[config.mk]
export PLATFORM = sky130hd
export DESIGN_NAME = ps2_rx_fifo
export DESIGN_NICKNAME = d
export VERILOG_FILES = /design/src/rtl/ps2_rx_fifo_pkg.sv /design/src/rtl/ps2_sync_fifo.sv /design/src/rtl/ps2_rx_fifo.sv
export SDC_FILE = /design/constraint.sdc
export NUM_CORES = 1
export LEC_CHECK = 0
export BUFFER_PORTS_ARGS = -buffer_cell sky130_fd_sc_hd__buf_2
export CORE_UTILIZATION = 40
export DETAILED_ROUTE_END_ITERATION = 10
export SLEW_MARGIN = 25
export SYNTH_ARGS = -nofsm -noshare
export SYNTH_HDL_FRONTEND = slang
export SYNTH_SLANG_ARGS = --single-unit
[constraint.sdc]
create_clock -name clk -period 2.7 [get_ports clk]
set_input_delay 0.27 -clock clk [delete_from_list [all_inputs] [get_ports clk]]
set_output_delay 0.27 -clock clk [all_outputs]
set_load 0.01 [all_outputs]
[src/rtl/ps2_rx_fifo_pkg.sv]
`default_nettype none
// ============================================================================
// Module      : ps2_rx_fifo_pkg
// Description : PS/2 frame constants, scan codes and deframer state encoding.
// Revision    : 1.0  initial release
// ============================================================================
package ps2_rx_fifo_pkg;

    localparam int         c_frame_bits = 11;
    localparam logic       c_start_bit  = 1'b0;
    localparam logic       c_stop_bit   = 1'b1;
    localparam logic [3:0] c_last_bit   = 4'(c_frame_bits - 1);

    // Scan codes consumed by the keyboard FSM downstream
    localparam logic [7:0] c_sc_break   = 8'hF0;
    localparam logic [7:0] c_sc_extend  = 8'hE0;

    localparam logic [0:0] c_st_idle    = 1'b0;
    localparam logic [0:0] c_st_shift   = 1'b1;

endpackage : ps2_rx_fifo_pkg
`default_nettype wire

[src/rtl/ps2_sync_fifo.sv]
`default_nettype none
// ============================================================================
// Module      : ps2_sync_fifo
// Description : Show-ahead synchronous FIFO; a push while full is dropped
//               unless a pop happens in the same cycle.
// Revision    : 1.0  initial release
// ============================================================================
module ps2_sync_fifo #(
    parameter int DW = 8,
    parameter int AW = 3
) (
    input  logic          clk,
    input  logic          clrn,
    input  logic          push,
    input  logic          pop,
    input  logic [DW-1:0] din,
    output logic [DW-1:0] dout,
    output logic          empty,
    output logic          full,
    output logic          push_drop
);

    localparam int c_depth = 2 ** AW;

    logic [DW-1:0] r_mem [c_depth];
    logic [AW:0]   r_wr_ptr;
    logic [AW:0]   r_rd_ptr;
    logic          w_pop;
    logic          w_push;

    assign empty = (r_wr_ptr == r_rd_ptr);
    assign full  = (r_wr_ptr[AW-1:0] == r_rd_ptr[AW-1:0]) && (r_wr_ptr[AW] != r_rd_ptr[AW]);

    // A pop in the same cycle frees the slot, so a push into a full FIFO is still accepted
    assign w_pop     = pop & ~empty;
    assign w_push    = push & (~full | w_pop);
    assign push_drop = push & full & ~w_pop;

    assign dout = empty ? '0 : r_mem[r_rd_ptr[AW-1:0]];

    always_ff @(posedge clk) begin
        if (w_push) begin
            r_mem[r_wr_ptr[AW-1:0]] <= din;
        end
    end

    always_ff @(posedge clk or negedge clrn) begin
        if (!clrn) begin
            r_wr_ptr <= '0;
            r_rd_ptr <= '0;
        end else begin
            if (w_push) begin
                r_wr_ptr <= r_wr_ptr + 1'b1;
            end
            if (w_pop) begin
                r_rd_ptr <= r_rd_ptr + 1'b1;
            end
        end
    end

endmodule : ps2_sync_fifo
`default_nettype wire

[src/rtl/ps2_rx_fifo.sv]
`default_nettype none
// ============================================================================
// Module      : ps2_rx_fifo
// Description : PS/2 device-to-host receiver: oversampling synchroniser,
//               11-bit deframer with timeout resync, and scan-code FIFO.
// Revision    : 1.0  initial release
// ============================================================================
module ps2_rx_fifo
    import ps2_rx_fifo_pkg::*;
#(
    parameter int FIFO_AW     = 3,
    parameter int TIMEOUT_CYC = 50000
) (
    input  logic       clk,
    input  logic       clrn,
    input  logic       ps2_clk,
    input  logic       ps2_data,
    input  logic       nextdata_n,
    output logic [7:0] data,
    output logic       ready,
    output logic       overflow,
    output logic       frame_err,
    output logic       sampling
);

    localparam int                 c_tmo_w   = $clog2(TIMEOUT_CYC + 1);
    localparam logic [c_tmo_w-1:0] c_tmo_max = c_tmo_w'(TIMEOUT_CYC);

    logic [2:0]         r_clk_sync;
    logic [1:0]         r_data_sync;
    logic [0:0]         r_state;
    logic [0:0]         w_state_nxt;
    logic [3:0]         r_bit_cnt;
    logic [9:0]         r_buf;
    logic [c_tmo_w-1:0] r_tmo_cnt;
    logic               r_wr_req;
    logic [7:0]         r_wr_data;
    logic               r_frame_err;
    logic               r_overflow;

    logic w_fall;
    logic w_bit;
    logic w_last;
    logic w_tmo_hit;
    logic w_frame_ok;
    logic w_check;
    logic w_abort;
    logic w_tmo_run;
    logic w_empty;
    logic w_full;
    logic w_pop;
    logic w_push_drop;

    always_ff @(posedge clk or negedge clrn) begin
        if (!clrn) begin
            r_clk_sync  <= 3'b111;
            r_data_sync <= 2'b11;
        end else begin
            r_clk_sync  <= {r_clk_sync[1:0], ps2_clk};
            r_data_sync <= {r_data_sync[0], ps2_data};
        end
    end

    assign w_fall     = r_clk_sync[2] & ~r_clk_sync[1];
    assign w_bit      = r_data_sync[1];
    assign w_last     = (r_bit_cnt == c_last_bit);
    assign w_tmo_hit  = (r_tmo_cnt == c_tmo_max) & ~w_fall;
    // w_bit is the stop bit on the final edge; r_buf[9:1] is data plus parity
    assign w_frame_ok = (r_buf[0] == c_start_bit) & (w_bit == c_stop_bit) & (^r_buf[9:1]);

    always_ff @(posedge clk or negedge clrn) begin
        if (!clrn) begin
            r_state <= c_st_idle;
        end else begin
            r_state <= w_state_nxt;
        end
    end

    always_comb begin
        w_state_nxt = r_state;
        case (r_state)
            c_st_idle:  if (w_fall)                          w_state_nxt = c_st_shift;
            c_st_shift: if ((w_fall && w_last) || w_tmo_hit) w_state_nxt = c_st_idle;
            default:                                         w_state_nxt = c_st_idle;
        endcase
    end

    always_comb begin
        w_check   = 1'b0;
        w_abort   = 1'b0;
        w_tmo_run = 1'b0;
        if (r_state == c_st_shift) begin
            w_check   = w_fall & w_last;
            w_abort   = w_tmo_hit;
            w_tmo_run = ~w_fall;
        end
    end

    always_ff @(posedge clk or negedge clrn) begin
        if (!clrn) begin
            r_bit_cnt   <= '0;
            r_buf       <= '0;
            r_tmo_cnt   <= '0;
            r_wr_req    <= 1'b0;
            r_wr_data   <= '0;
            r_frame_err <= 1'b0;
        end else begin
            r_wr_req    <= 1'b0;
            r_frame_err <= 1'b0;
            if (w_check) begin
                r_bit_cnt <= '0;
                if (w_frame_ok) begin
                    r_wr_req  <= 1'b1;
                    r_wr_data <= r_buf[8:1];
                end else begin
                    r_frame_err <= 1'b1;
                end
            end else if (w_fall) begin
                r_buf[r_bit_cnt] <= w_bit;
                r_bit_cnt        <= r_bit_cnt + 1'b1;
            end else if (w_abort) begin
                r_bit_cnt <= '0;
            end
            r_tmo_cnt <= w_tmo_run ? r_tmo_cnt + 1'b1 : '0;
        end
    end

    assign w_pop = ~nextdata_n & ~w_empty;

    ps2_sync_fifo #(
        .DW (8),
        .AW (FIFO_AW)
    ) u_fifo (
        .clk       (clk),
        .clrn      (clrn),
        .push      (r_wr_req),
        .pop       (w_pop),
        .din       (r_wr_data),
        .dout      (data),
        .empty     (w_empty),
        .full      (w_full),
        .push_drop (w_push_drop)
    );

    // A dropped push never coincides with a pop, so set and clear are exclusive
    always_ff @(posedge clk or negedge clrn) begin
        if (!clrn) begin
            r_overflow <= 1'b0;
        end else if (w_push_drop) begin
            r_overflow <= 1'b1;
        end else if (w_pop) begin
            r_overflow <= 1'b0;
        end
    end

    assign ready     = ~w_empty;
    assign overflow  = r_overflow;
    assign frame_err = r_frame_err;
    assign sampling  = w_fall;

endmodule : ps2_rx_fifo
`default_nettype wire

* After elaboration in Yosys (flattened, before gate mapping)
Memories as Yosys holds them, arrays and structs flattened. Cells that the tools add are included.
Word-level totals: bits in registers 55, memory bits (writable) 64, bits of input ports 5, output and inout port bits 12, word-level logic and storage cells 75, memories 1
Memory list:
- u_fifo.r_mem | depth 8, width 8, rd ports 1, clocked after memory_dff 0, write ports 1, line ps2_sync_fifo.sv:25 | logic [DW-1:0] r_mem [c_depth];
Cells by class: add/sub/neg operators 4, order comparisons 2, eq/ne operators 5, mux-type cells 22, bitwise operators 20, reduce and logical (&&, ||, !) cells 9
Operators with widths (number):
- adder 16 x 1 -> 16 bit, second input constant | 1
- == test 16 bit, second input constant | 1
- 2-to-1 mux 16 bit | 1
- 2-to-1 mux 1 bit | 14
- adder 4 x 1 -> 4 bit, second input constant | 3
- 2-to-1 mux 4 bit | 3
- bitwise AND 1 bit | 10
- bitwise mux 10 bit | 1
- inverter 1 bit | 9
- XOR reduction 9 bit | 1
- 2-to-1 mux 8 bit | 1
- less-than comparator 4 x 5 -> 1 bit, second input constant | 1
- demux 1 bit (select 4 bit) | 1
- == test 4 bit | 1
- == test 4 bit, second input constant | 1
- greater-or-equal comparator 4 x 1 -> 1 bit, second input constant | 1
- AND reduction 2 bit | 2
- == test 3 bit | 1
- logical AND 1 bit | 3
- nonzero test 3 bit | 1
- case mux 1 bit (2 select lines) | 1
- nonzero test 2 bit | 1
- logical OR 1 bit | 1
- != test 1 bit | 1
- bitwise OR 1 bit | 1

* Logic depth before layout (Yosys ltp)
Gate-level depths: netlist of run 1.
depth in word-level cells 8, gate-level depth with buffers 6, gate-level depth less buffers 6

* By module
A second synthesis of run 1 with hierarchy kept.
Second synthesis, totals: cell total of the unflattened synthesis 354, area total of the unflattened synthesis 5237.5 um^2
Modules (own cells, without submodules):
- ps2_sync_fifo | instances 1, cells an instance 160, area an instance 3044.2 um^2, seq. area each 2122.0 um^2
- ps2_rx_fifo | instances 1, cells an instance 194, area an instance 2193.4 um^2, seq. area each 1182.4 um^2

* Worst setup path before layout of run 1
OpenSTA, ideal clock, no wires.
kind reg2reg, start register u_fifo.r_rd_ptr[0], end memory u_fifo.r_mem[0][0] (enable), setup time 0.395 ns, arrival time 2.045 ns, data required time 2.305 ns, slack 0.260 ns, stages on the path, launching flop included 7, path buffers 2, clock period less this slack 2.440 ns, cell sequence dfrtp_1 > buf_4 > xor2_1 > nor3_1 > a31o_2 > buf_2 > nor4_1
On the way: word-level cells in the longest chain between the ends 8, elaborated cells between the ends (all ways) 11, those cells by class eq/ne (2); mux (2); bitwise (6); reduce/logical (1)
Ends and longest elaborated chain:
- start, declared | line ps2_sync_fifo.sv:27 | logic [AW:0] r_rd_ptr;
- start signal, assigned | line ps2_sync_fifo.sv:56 | r_rd_ptr <= r_rd_ptr + 1'b1;
- == test 4 bit | line ps2_sync_fifo.sv:31 | assign empty = (r_wr_ptr == r_rd_ptr);
- inverter 1 bit | line ps2_sync_fifo.sv:35, ps2_rx_fifo.sv:128
- bitwise AND 1 bit | line ps2_rx_fifo.sv:128 | assign w_pop = ~nextdata_n & ~w_empty;
- bitwise AND 1 bit | line ps2_sync_fifo.sv:35 | assign w_pop = pop & ~empty;
- bitwise OR 1 bit (*) | line ps2_sync_fifo.sv:36 | assign w_push = push & (~full | w_pop);
- bitwise AND 1 bit (*) | line ps2_sync_fifo.sv:36
- 2-to-1 mux 1 bit (*) | line ps2_sync_fifo.sv:42 | if (w_push) begin
- 2-to-1 mux 1 bit (implied by the code) (*) | line ps2_sync_fifo.sv:43 | r_mem[r_wr_ptr[AW-1:0]] <= din;
- end, declared | line ps2_sync_fifo.sv:25
Every way passes the cells marked *; elsewhere a longest branch is shown, timed or not.

* Worst setup path after layout of run 1
start register u_fifo.r_rd_ptr[0], end output port data[6]
On the way: word-level cells in the longest chain between the ends 2, elaborated cells between the ends (all ways) 3, those cells by class eq/ne (1); mux (1); memory (1)
Ends and longest elaborated chain:
- memory read (8 x 8 bit) or == test 4 bit (tied branches)
- 2-to-1 mux 8 bit (*) | line ps2_sync_fifo.sv:39 | assign dout = empty ? '0 : r_mem[r_rd_ptr[AW-1:0]];
- end, declared | line ps2_rx_fifo.sv:19 | output logic [7:0] data,
Marks and branches as above.

==> results of run 1 <==
[stage by stage]
| step | utilization, % | setup WS [ns] | instances |
|---|---|---|---|
| finish | 49.5 | 0.337 | 560 |
| global route | 49.5 | 0.161 | 560 |
| CTS | 49.5 | 0.265 | 560 |
| detailed placement | 44.5 | 0.501 | 525 |
| global placement | 44.5 | 0.580 | 525 |
| floorplan | - | 0.260 | 341 |
[per-layer routing]
metal	share of wire [%]	track usage [%]	up-vias
met2	47	23.4	51
met5	0	0	-
met1	49	20.4	1445
met4	1.3	7.01	0
li1	-	-	1355
met3	3.0	3.80	9
[final timing paths]
kind / startpoint / endpoint / slack [ns] / cells after the start
setup reg to reg: r_clk_sync[1] / r_wr_data[4] / 0.49 / 5
hold reg to reg: r_data_sync[0] / r_data_sync[1] / 0.36 / 0
setup / recovery: u_fifo.r_rd_ptr[0] / data[6] / 0.34 / 5
min in group asynchronous: clrn / r_buf[9] / 0.37 / 2
max in group asynchronous: clrn / r_clk_sync[2] / 1.47 / 3
hold / removal: nextdata_n / overflow / 0.20 / 2
[Yosys cell counts, types with 3 or more instances]
| master | n | area, µm² |
|---|---|---|
| nor2_1 | 26 | 97.6 |
| mux2i_1 | 8 | 80.1 |
| a21oi_1 | 3 | 15.0 |
| ha_1 | 8 | 100 |
| nor3_1 | 8 | 40.0 |
| o31ai_1 | 3 | 22.5 |
| inv_1 | 13 | 48.8 |
| dfrtp_1 | 50 | 1250 |
| clkbuf_1 | 4 | 15.0 |
| nor4_1 | 11 | 68.8 |
| mux4_2 | 16 | 360 |
| nand3_1 | 17 | 85.1 |
| and3_1 | 4 | 25.0 |
| nand2_1 | 10 | 37.5 |
| xnor2_1 | 12 | 105 |
| xor2_1 | 15 | 131 |
| edfxtp_1 | 64 | 1920 |
| nand4_1 | 5 | 31.3 |
| mux2_1 | 3 | 33.8 |
| mux2_2 | 17 | 191 |
| buf_2 | 7 | 35.0 |
| dfstp_2 | 5 | 131 |
[where the power goes]
part / internal [mW] / switching, mW / leakage (nW)
clock network: 1.44 / 0.774 / 0.274
logic: 0.608 / 0.577 / 0.780
registers: 2.09 / 0.218 / 1.19
[logic make-up (layout without fill, tap and decap cells)]
logic type,after synthesis,count (layout)
compound gates,16,16
fa+ha+maj,8,8
mux,45,45
flops,119,119
buf+inv,28,79
xor+xnor,29,29
simple gates,96,96
[flip-flops by register name (all words and copies together), names as in the netlist, 2 cells and up]
signal / cells
r_buf: 10
u_fifo.r_rd_ptr: 4
r_data_sync: 2
r_wr_data: 8
r_clk_sync: 3
u_fifo.r_wr_ptr: 4
r_tmo_cnt: 16
u_fifo.r_mem: 64
r_bit_cnt: 4
[what timing repair did]
action | 4_1_cts | 5_1_grt
endpoints found under the setup margin | 0 | 0
hold buffers | 3 | 0
hold endpoints to repair | 21 | 0
[layout make-up]
class	instances	area (µm²)	share of cell area (%)
clock buffer	19	433	7.13
clock inverter	13	155	2.56
inverter	14	52.6	0.866
multi-input combinational	194	1700	28.0
sequential	119	3300	54.4
tap	168	210	3.46
timing repair buffer	33	215	3.54
[worst max-delay path: cells and delay by family (launching register included)]
kind | cells | cell delay, ns
buffers and inverters | 2 | 0.42
muxes | 2 | 0.67
and+or+nand+nor | 1 | 0.05
DFF | 1 | 0.56
==> impl_metrics.ini, run 1 <==
[synth]
syn_area_um2 = 5120
synthesis.instances = 341
synth_top_family_by_area = multiplexers
synth-edff-count = 64
muxShareOfSynthArea_pct = 13.4
ys.flop_type = edfxtp_1
synth_warnings = 0
synth_nets = 354
synth_cell_type_count = 45
ys_seq_area_share_pct = 64.5
yosys.area_share.xor_xnor_pct = 5.52
synthAdderAreaFrac_pct = 1.95
postSynth.asyncResetShare_pct = 46.2
synth_compound_area_share_pct = 2.25
ys_ff_latch = 119
synthSimpleGateAreaFrac_pct = 9.92
synth.avg_cell_area_um2 = 15.0

[cts]
clock_sink_count = 119
clk_pin_slew_ns = 0.05
cts_tree = yes
post-cts-setup-buffer-count = 0
h-tree-depth = 4
numCtsBuffers = 17
insertion_delay_ns = 0.40
post_cts_resized = 0
clk_path_buf_depth = 2
cts_root_buf = clkbuf_16

[sta]
fin_crit_sh_pct = 87.5
min_period_ns = 2.36
slew_headroom_pct = 62.6
skew_ns = 0.00824
fin_setup_tns_ns = 0
setup_violations = 0
worstMarginPinSlew_ns = 0.560
hold_viol = 0
drv_slew = 0
whs_ns = 0.201
clock.fmax_mhz = 423
rsz0062_at_grt = false

[pwr]
leakagePower_nw = 2.24
p_per_area_nw_per_um2 = 940
fin_total_pwr_mw = 5.71
vdd_drop_max_mv = 0.424

[global_routing]
grt_usage_pct = 15.2
grt_max_degree = 36
grt_first_pass_wirelength_um = 14900
grt_pass1_vias = 2852
antenna_found_initial = 0
grt_remaining_overflow = 0

[setup_path]
start_kind = flop
critPathMaxFanout = 8
crit_type = reg2out
cp_slowest_stage_delay_ns = 0.56
critPathCaptureType = primary output
cpMaxStageDelayCell = dfrtp_1
path_cells = buf_4 > mux4_2 > mux2i_1 > nor2_1 > buf_2
critPathArrivalTime_ns = 2.09
crit_required_ns = 2.43

[placed_design]
gp_congestion = 0.831
io_buffers = 16
hpwl_um = 5840
place_area_um2 = 5450

[detailed_routing]
route.detailed.drc = 0
totalWireLength_um = 9010
drt_iter0_markers = 107
dr.pass1.iters = 5
wl_per_cell_um = 16.1
antenna_left = 0
via_per_inst = 5.11
vias = 2860

[layout]
final_cell_mix = edfxtp_1, dfrtp_1, nor2_1
n_antenna_cell = 0
drive_gt1_share_pct = 26.3
nFillCells = 1058
final_nets = 392
layout_commonest_cell = edfxtp_1
design_area_um2 = 6070
area_growth_syn_to_layout_pct = 18.5

[floorplan]
die_h_um = 115
ios = 17
row_count = 40
initial_core_util_pct = 41.8
die_w_um = 115
coreArea_um2 = 12300
fp.dieArea_um2 = 13300

[hold_path]
hold_path_class = in2reg

[run_status]
status = finished, final reports clean

[run]
drv_cap = 0
Power figures use the tool's default switching activity.
==> inputs of run 2 (changes only) <==
Settings changed: CORE_MARGIN set to 2.
==> run 2 against run 1 <==
  * Global-route usage grew 0.099 points
  * Routed wire length grew 0.84%
  * Clock power grew 2%
  * Total power grew 0.88%
  * First-iteration DRC count grew 32%
  * Fmax shrank 2.2%
  * Non-clock buffer count is the same
  * Die area grew 3.5%
  * Combinational power is essentially flat
==> impl_metrics.ini, run 2 (same netlist as run 1, synthesis figures left out) <==
[sta]
skew_ns = 0.00701
drv_slew = 0
rsz0062_at_grt = false
min_period_ns = 2.42
fin_crit_sh_pct = 89.5
fin_setup_tns_ns = 0
setup_violations = 0
hold_viol = 0
slew_headroom_pct = 65.3
clock.fmax_mhz = 414
whs_ns = 0.184
worstMarginPinSlew_ns = 0.519

[cts]
h-tree-depth = 4
post_cts_resized = 0
clock_sink_count = 119
insertion_delay_ns = 0.41
post-cts-setup-buffer-count = 0
cts_root_buf = clkbuf_16
clk_path_buf_depth = 2
clk_pin_slew_ns = 0.05
cts_tree = yes
numCtsBuffers = 17

[layout]
largest_reg_flops = 64
area_growth_syn_to_layout_pct = 18.9
drive_gt1_share_pct = 26.8
final_nets = 392
n_antenna_cell = 0
multiInputGateArea_um2 = 1700
regArea_um2 = 3300
nFillCells = 1098
final_cell_mix = edfxtp_1, dfrtp_1, nor2_1
layout_commonest_cell = edfxtp_1

[run]
drv_cap = 0

[setup_path]
critPathMaxFanout = 17
crit_type = reg2out
critPathCaptureType = primary output
critPathArrivalTime_ns = 2.15
start_kind = flop
crit_required_ns = 2.43

[placed_design]
gp_congestion = 0.775
io_buffers = 16
hpwl_um = 6070

[hold_path]
hold_path_class = in2reg

[floorplan]
ios = 17
fp.dieArea_um2 = 13700
row_count = 41
initial_core_util_pct = 40.7
coreArea_um2 = 12600
die_h_um = 117
die_w_um = 117

[global_routing]
grt_pass1_vias = 2923
grt_first_pass_wirelength_um = 15300
grt_remaining_overflow = 0
antenna_found_initial = 0
grt_usage_pct = 15.3
grt_max_degree = 30

[detailed_routing]
totalWireLength_um = 9090
via_per_inst = 5.02
route.detailed.drc = 0
vias = 2830
antenna_left = 0
wl_per_cell_um = 16.1
dr.pass1.iters = 4
drt_iter0_markers = 141

[pwr]
leakagePower_nw = 2.25
p_per_area_nw_per_um2 = 946
vdd_drop_max_mv = 0.412
fin_total_pwr_mw = 5.76

[run_status]
status = finished, final reports clean
run 2: changes by cell type in the layout (fill, tap and decap cells not counted):
cell | previous run | this run
clkbuf_1 | 2 | 0
inv_6 | 1 | 4
clkinv_2 | 2 | 1
run 2: worst paths after layout:
| path | startpoint | endpoint | slack, ns | cells after the start |
|---|---|---|---|---|
| worst max-delay path | u_fifo.r_rd_ptr[0] | data[7] | 0.28 | 5 |
| worst min-delay path | nextdata_n | overflow | 0.18 | 2 |
| worst max register to register | r_clk_sync[1] | r_wr_data[4] | 0.51 | 5 |
| worst min register to register | r_data_sync[0] | r_data_sync[1] | 0.35 | 0 |
| max in group asynchronous | clrn | r_data_sync[1] | 1.78 | 3 |
| min in group asynchronous | clrn | r_tmo_cnt[4] | 0.25 | 2 |
run 2: timing repair:
| action | CTS | global route |
|---|---|---|
| endpoints found under the setup margin | 0 | 0 |
| hold buffers | 3 | 0 |
| endpoints found under the hold margin | 11 | 0 |
run 2: worst max-delay path, stage by stage, from the launching register on:
cell	delay (ns)
dfrtp_1	0.42
buf_4	0.35
mux4_2	0.57
mux2i_1	0.20
nor2_1	0.05
buf_2	0.14
run 2: area by class of cell:
cell class	count	share of cell area [%]
Tap cell	172	3.53
Inverter	14	0.863
Multi-Input combinational cell	194	27.9
Timing Repair Buffer	33	3.53
Sequential cell	119	54.3
Clock inverter	15	2.90
Clock buffer	17	6.99
run 2: routing by layer:
metal	track usage, %	vias up	share of wire [%]
met5	0	-	0
met4	6.51	0	2.0
met3	4.27	16	3.5
met1	19.7	1422	45
met2	24.5	43	49
li1	-	1349	-
run 2: per-stage QoR:
step	cell area [µm²]	std cells	util [%]	worst slack, ns
3_3_place_gp	5460	529	43.4	0.585
6_report	6090	564	48.5	0.284
5_1_grt	6090	564	48.5	0.124
4_1_cts	6090	564	48.5	0.239
3_5_place_dp	5460	529	43.4	0.496
2_1_floorplan	5120	341	-	0.260
run 2: power by group:
| part | internal (mW) | total (mW) | switching (mW) |
|---|---|---|---|
| clock network | 1.45 | 2.26 | 0.813 |
| registers | 2.09 | 2.29 | 0.203 |
| logic | 0.601 | 1.20 | 0.601 |
| total | 4.14 | 5.76 | 1.62 |
